[src/rtl/cache_pkg.sv]
// Shared definitions for the parameterised direct-mapped write-through cache:
// controller state encoding and default geometry.
package cache_pkg;

   localparam int DEF_ADDR_W  = 32;
   localparam int DEF_DATA_W  = 32;
   localparam int DEF_INDEX_W = 4;

   typedef enum logic [1:0] {
      IDLE  = 2'd0,
      FILL  = 2'd1,
      WTHRU = 2'd2
   } state_t;

endpackage

[src/rtl/cache_line_store.sv]
// Line storage for the direct-mapped cache: one valid bit, tag and data word
// per line, an asynchronous lookup port, one write port and a bulk invalidate.
module cache_line_store
   import cache_pkg::*;
#(
   parameter int INDEX_W = DEF_INDEX_W,
   parameter int TAG_W   = DEF_ADDR_W - DEF_INDEX_W - 2,
   parameter int DATA_W  = DEF_DATA_W
) (
   input  logic               clk,
   input  logic               rst,
   input  logic               clear,
   input  logic [INDEX_W-1:0] lk_index,
   input  logic [TAG_W-1:0]   lk_tag,
   output logic               lk_hit,
   output logic [DATA_W-1:0]  lk_data,
   input  logic               wr_en,
   input  logic [INDEX_W-1:0] wr_index,
   input  logic [TAG_W-1:0]   wr_tag,
   input  logic [DATA_W-1:0]  wr_data
);

   localparam int LINES = 2 ** INDEX_W;

   logic [LINES-1:0] valid_reg;
   logic [TAG_W-1:0] tag_mem  [LINES];
   logic [DATA_W-1:0] data_mem [LINES];

   // Valid bits: cleared by reset or flush, set by any line write.
   always_ff @(posedge clk) begin
      if (rst || clear) begin
         valid_reg <= '0;
      end else if (wr_en) begin
         valid_reg[wr_index] <= 1'b1;
      end
   end

   // Tag and data arrays carry no reset; the valid bit qualifies them.
   always_ff @(posedge clk) begin
      if (wr_en) begin
         tag_mem[wr_index]  <= wr_tag;
         data_mem[wr_index] <= wr_data;
      end
   end

   assign lk_hit  = valid_reg[lk_index] && (tag_mem[lk_index] == lk_tag);
   assign lk_data = data_mem[lk_index];

endmodule

[src/rtl/param_cache.sv]
// Direct-mapped, one-word-per-line, write-through / write-allocate cache.
// Read hits answer in one cycle; read misses fill from backing memory; all
// writes update the line at once and are written through to memory.
// Optional feature: define CACHE_STATS_EN to add saturating hit/miss counters.
module param_cache
   import cache_pkg::*;
#(
   parameter int ADDR_W  = DEF_ADDR_W,
   parameter int DATA_W  = DEF_DATA_W,
   parameter int INDEX_W = DEF_INDEX_W
) (
   input  logic              clk,
   input  logic              rst,
   input  logic              MWR,
   input  logic              MOE,
   input  logic [ADDR_W-1:0] Adr,
   input  logic [DATA_W-1:0] MWD,
   input  logic              flush,
   output logic              req_ready,
   output logic [DATA_W-1:0] CRD,
   output logic              rsp_valid,
   output logic              hit,
   output logic              mem_req,
   output logic              mem_we,
   output logic [ADDR_W-1:0] mem_adr,
   output logic [DATA_W-1:0] mem_wd,
   input  logic              mem_ack,
   input  logic [DATA_W-1:0] mem_rd
`ifdef CACHE_STATS_EN
   ,
   output logic [31:0]       hit_cnt,
   output logic [31:0]       miss_cnt
`endif
);

   localparam int TAG_W = ADDR_W - INDEX_W - 2;
   localparam logic [ADDR_W-1:0] WORD_MASK = ~ADDR_W'(3);

   state_t             state_reg;
   logic               flush_pend_reg;
   logic [INDEX_W-1:0] req_index_reg;
   logic [TAG_W-1:0]   req_tag_reg;
   logic               req_hit_reg;

   logic [INDEX_W-1:0] adr_index;
   logic [TAG_W-1:0]   adr_tag;
   logic               do_flush;
   logic               accept;
   logic               fill_done;
   logic               lk_hit;
   logic [DATA_W-1:0]  lk_data;
   logic               wr_en;
   logic [INDEX_W-1:0] wr_index;
   logic [TAG_W-1:0]   wr_tag;
   logic [DATA_W-1:0]  wr_data;

   assign adr_index = Adr[INDEX_W+1:2];
   assign adr_tag   = Adr[ADDR_W-1:INDEX_W+2];

   // A flush (fresh or deferred) takes the IDLE cycle and pushes any request back.
   assign do_flush  = (state_reg == IDLE) && (flush || flush_pend_reg);
   assign req_ready = (state_reg == IDLE) && !do_flush;
   assign accept    = (MWR || MOE) && req_ready;
   assign fill_done = (state_reg == FILL) && mem_ack;

   // Writes allocate on acceptance; fills install on the acknowledge edge.
   assign wr_en    = (accept && MWR) || fill_done;
   assign wr_index = fill_done ? req_index_reg : adr_index;
   assign wr_tag   = fill_done ? req_tag_reg   : adr_tag;
   assign wr_data  = fill_done ? mem_rd        : MWD;

   cache_line_store #(
      .INDEX_W (INDEX_W),
      .TAG_W   (TAG_W),
      .DATA_W  (DATA_W)
   ) u_store (
      .clk      (clk),
      .rst      (rst),
      .clear    (do_flush),
      .lk_index (adr_index),
      .lk_tag   (adr_tag),
      .lk_hit   (lk_hit),
      .lk_data  (lk_data),
      .wr_en    (wr_en),
      .wr_index (wr_index),
      .wr_tag   (wr_tag),
      .wr_data  (wr_data)
   );

   // Controller: accept/lookup in IDLE, wait for memory in FILL/WTHRU, registered outputs.
   always_ff @(posedge clk) begin
      if (rst) begin
         state_reg      <= IDLE;
         flush_pend_reg <= 1'b0;
         req_index_reg  <= '0;
         req_tag_reg    <= '0;
         req_hit_reg    <= 1'b0;
         rsp_valid      <= 1'b0;
         hit            <= 1'b0;
         CRD            <= '0;
         mem_req        <= 1'b0;
         mem_we         <= 1'b0;
         mem_adr        <= '0;
         mem_wd         <= '0;
      end else begin
         rsp_valid <= 1'b0;
         if (do_flush) begin
            flush_pend_reg <= 1'b0;
         end else if (flush) begin
            flush_pend_reg <= 1'b1;
         end
         case (state_reg)
            IDLE: begin
               if (accept) begin
                  req_index_reg <= adr_index;
                  req_tag_reg   <= adr_tag;
                  req_hit_reg   <= lk_hit;
                  if (MWR) begin
                     state_reg <= WTHRU;
                     mem_req   <= 1'b1;
                     mem_we    <= 1'b1;
                     mem_adr   <= Adr & WORD_MASK;
                     mem_wd    <= MWD;
                  end else if (lk_hit) begin
                     rsp_valid <= 1'b1;
                     hit       <= 1'b1;
                     CRD       <= lk_data;
                  end else begin
                     state_reg <= FILL;
                     mem_req   <= 1'b1;
                     mem_we    <= 1'b0;
                     mem_adr   <= Adr & WORD_MASK;
                  end
               end
            end
            FILL: begin
               if (mem_ack) begin
                  state_reg <= IDLE;
                  mem_req   <= 1'b0;
                  rsp_valid <= 1'b1;
                  hit       <= 1'b0;
                  CRD       <= mem_rd;
               end
            end
            WTHRU: begin
               if (mem_ack) begin
                  state_reg <= IDLE;
                  mem_req   <= 1'b0;
                  mem_we    <= 1'b0;
                  rsp_valid <= 1'b1;
                  hit       <= req_hit_reg;
               end
            end
            default: state_reg <= IDLE;
         endcase
      end
   end

`ifdef CACHE_STATS_EN
   logic done_now;
   logic done_hit;

   assign done_now = (accept && !MWR && lk_hit) || fill_done ||
                     ((state_reg == WTHRU) && mem_ack);
   assign done_hit = (accept && !MWR && lk_hit) ||
                     ((state_reg == WTHRU) && mem_ack && req_hit_reg);

   // Completed-request counters, saturating; flush leaves them alone.
   always_ff @(posedge clk) begin
      if (rst) begin
         hit_cnt  <= '0;
         miss_cnt <= '0;
      end else if (done_now) begin
         if (done_hit) begin
            if (hit_cnt != '1) hit_cnt <= hit_cnt + 32'd1;
         end else begin
            if (miss_cnt != '1) miss_cnt <= miss_cnt + 32'd1;
         end
      end
   end
`endif

endmodule

[config.mk]
export PLATFORM = sky130hd
export DESIGN_NAME = param_cache
export DESIGN_NICKNAME = d
export VERILOG_FILES = /design/src/rtl/cache_pkg.sv /design/src/rtl/cache_line_store.sv /design/src/rtl/param_cache.sv
export SDC_FILE = /design/constraint.sdc
export NUM_CORES = 1
export LEC_CHECK = 0
export BUFFER_PORTS_ARGS = -buffer_cell sky130_fd_sc_hd__buf_2
export CORE_MARGIN = 1
export CORE_UTILIZATION = 53
export CTS_CLUSTER_SIZE = 30
export DETAILED_ROUTE_END_ITERATION = 16
export PLACE_DENSITY = 0.78
export SETUP_SLACK_MARGIN = 0.4
export SKIP_CTS_REPAIR_TIMING = 1
export SYNTH_ARGS = -nofsm -noshare
export SYNTH_HDL_FRONTEND = slang
export SYNTH_SLANG_ARGS = --single-unit
export TNS_END_PERCENT = 30
[constraint.sdc]
create_clock -name clk -period 12.94 [get_ports clk]
set_input_delay 1.294 -clock clk [delete_from_list [all_inputs] [get_ports clk]]
set_output_delay 1.294 -clock clk [all_outputs]
set_load 0.01 [all_outputs]
==> metrics.txt <==
status=finished clean; cells along the critical path=buf_8 -> buf_4 -> mux4_2 -> mux2i_1 -> xnor2_1 -> o31ai_1 -> nand3_1 -> nor4_4 -> buf_4 -> and2_1 -> buf_4 -> o211ai_1; Chip Width=287 um; DR pass1 iterations=9; placeable core area=80400 um2; largest cells by area after synthesis=edfxtp_1 65%, mux4_2 13%, dfxtp_1 6.9%; data required time of the worst path=13.46 ns; Die Y=287 um; DRT Wirelength=112 mm; Slowest-stage cell, CP=nor4_4; max-slew violation count=0; Fill cells=5544; Remaining DRCs=0; CTS tree=done; Min Clock Period, post-route=6.94 ns; final design utilization=60.5%; Hold Vio Cnt, Final=0; Main synth FF type=edfxtp_1; RSZ-0062 raised after global routing=false; Pleak=16.6 nW; commonest cells in the netlist=928 x edfxtp_1, 427 x nand2_1, 245 x mux4_2; CTS root buffer=clkbuf_16; vias per cell=6.63; largest fanout on the critical path=87; CP arrival=7.46 ns; max FFs per register=512; post-DP HPWL=59.1 mm; Max Clock Freq=144 MHz; Bufs on Longest Clock Path=3; WL/cell=29.1 um; sequential share of the synthesized area=71.6%; Clk Latency, worst-skew pair=0.69 ns; H-Tree Level Count=3; setup tns final=0 ns; worst hold-check path type=flop to flop; Antenna Nets Post-Route=0; post-synthesis register bit count=1076; synthesis warning total=0; GRT overflow=0; Final Cycle Share=53.7%; io pins=203; Mapped Cells=2508; Power Density=158 nW/um2; All-Layer GR Usage=26.9%; Min Hold Slack=0.453 ns; Avg Cell Area, Syn=17.2 um2; Layout Skew=0.0357 ns; vias in the first global route=25000; slowest stage delay, CP=1.04 ns; most used cell, CP=buf_4; DR iter-0 viols=4421; IO buf count=198; Slew HR=18.1%; first-pass GRT wire length=162 mm; CP Class=input pin to flop; largest net degree at the start of global routing=130; clock sink total=1076; Top reg by flops=u_store.data_mem; critical path endpoint category=flop; Worst Max-Slew Pin Slew=1.23 ns; via count=25400; Yosys cell types=56; Core Rows=104; Setup crit start kind=input pin; Num CTS Buffers=103; FFs w/ async S/R, synth=0%; synthesized cell area=43000 um2; # setup viols final=0; Post-synth EDFFs=928; Yosys top cell by area=edfxtp_1; Worst-path clk slew=0.06 ns; post-layout net count=2792; worst vdd ir=0.101 mV; Initial Util=53.5%; initial antenna violation count=8; top-count cell post-synth=edfxtp_1; Top Registers=u_store.data_mem: 512 flops, u_store.tag_mem: 416 flops; Layout Area Growth over Synthesis=13.0%; share of layout cells above drive strength 1=24.6%; Yosys top cell area share=64.8%; full die area=82300 um2; Max Cap Viol=0; GPL Wtd Cong=0.821
## kinds of logic (layout without fill, tap and decap cells)
logic type	after synthesis	in the layout	share of synthesized area (%)
fa+ha+maj	5	5	0.145
xor+xnor	18	18	0.366
compound gates	276	276	4.65
mux	340	340	15.0
other cells	1	3	0.00871
flops	1076	1076	71.6
buf+inv	182	448	1.95
simple gates	610	610	6.19
## metal layers
layer | global-route usage [%] | part of all wire [%] | up-vias | wire length, um
li1 | - | - | 10300 | -
met1 | 36.0 | 36 | 12900 | 39800
met2 | 43.5 | 49 | 1918 | 54600
met3 | 4.87 | 11 | 334 | 12500
met4 | 11.9 | 4.1 | 4 | 4610
met5 | 0 | 0.027 | - | 30
## metrics by stage
stage	area (um2)	power, mW	std cells	setup slack, ns
6_report	48600	7.67	3836	6.00
5_1_grt	48600	7.85	3836	5.78
4_1_cts	48600	7.68	3835	6.16
3_5_place_dp	45100	4.62	3640	5.56
3_3_place_gp	45100	4.59	3640	5.78
2_1_floorplan	43000	4.38	2509	6.78
## final cells by class
class / instances / area, um2 / area share, %
antenna: 1 / 2.50 / 0.00515
clock buffer: 135 / 2850 / 5.86
clock inverter: 60 / 668 / 1.37
inverter: 9 / 36.3 / 0.0746
multi-input combinational: 1251 / 11500 / 23.7
sequential: 1076 / 30800 / 63.4
tap: 1060 / 1330 / 2.73
timing repair buffer: 244 / 1380 / 2.83
## layout by cell type (no fill, tap or decap), types with 6 or more instances in the layout
cell        instances
a21oi_1            77
a22oi_1            24
a31o_1             22
a32oi_1            33
and4_1              8
buf_2             194
buf_4              46
bufinv_16          12
clkbuf_1           19
clkbuf_16         105
clkbuf_8           11
clkinv_1           14
clkinv_2           21
clkinvlp_4          6
dfxtp_1           148
edfxtp_1          928
inv_1               7
mux2i_1            94
mux4_2            245
nand2_1           425
nand3_1            43
nand4_1            41
nor2_1             16
nor2_4             18
nor2b_1             8
nor3_1              6
nor4_1              7
o211a_1            22
o211ai_1           35
o21a_1             19
o21ai_0             6
xnor2_1            15
## critical path, delay by kind of cell
family          cells  cell delay, ns
buf+inv             4            2.52
simple gates        3            1.61
mux                 2            0.84
xor+xnor            1            0.11
compound gates      2            0.94
## power breakdown
group	switching (mW)	internal [mW]	total, mW	leakage (nW)
Combinational	0.454	0.198	0.652	5.29
Clock	1.30	1.80	3.10	1.72
Sequential	0.0295	3.89	3.92	9.58
Total	1.78	5.88	7.67	16.6
## path summary, 6_finish.rpt
kind	slack, ns	start	cells past startpoint	to
worst max register to register	7.69	u_store.tag_mem[7][1]$_DFFE_PP_	10	CRD[4]$_SDFFE_PP0P_
worst max-delay path	6.00	Adr[3]	12	CRD[4]$_SDFFE_PP0P_
worst min register to register	0.45	mem_wd[4]$_SDFFE_PP0P_	2	mem_wd[4]$_SDFFE_PP0P_
worst min-delay path	0.45	mem_wd[4]$_SDFFE_PP0P_	2	mem_wd[4]$_SDFFE_PP0P_
No activity file was read; power rests on OpenSTA's default activity.
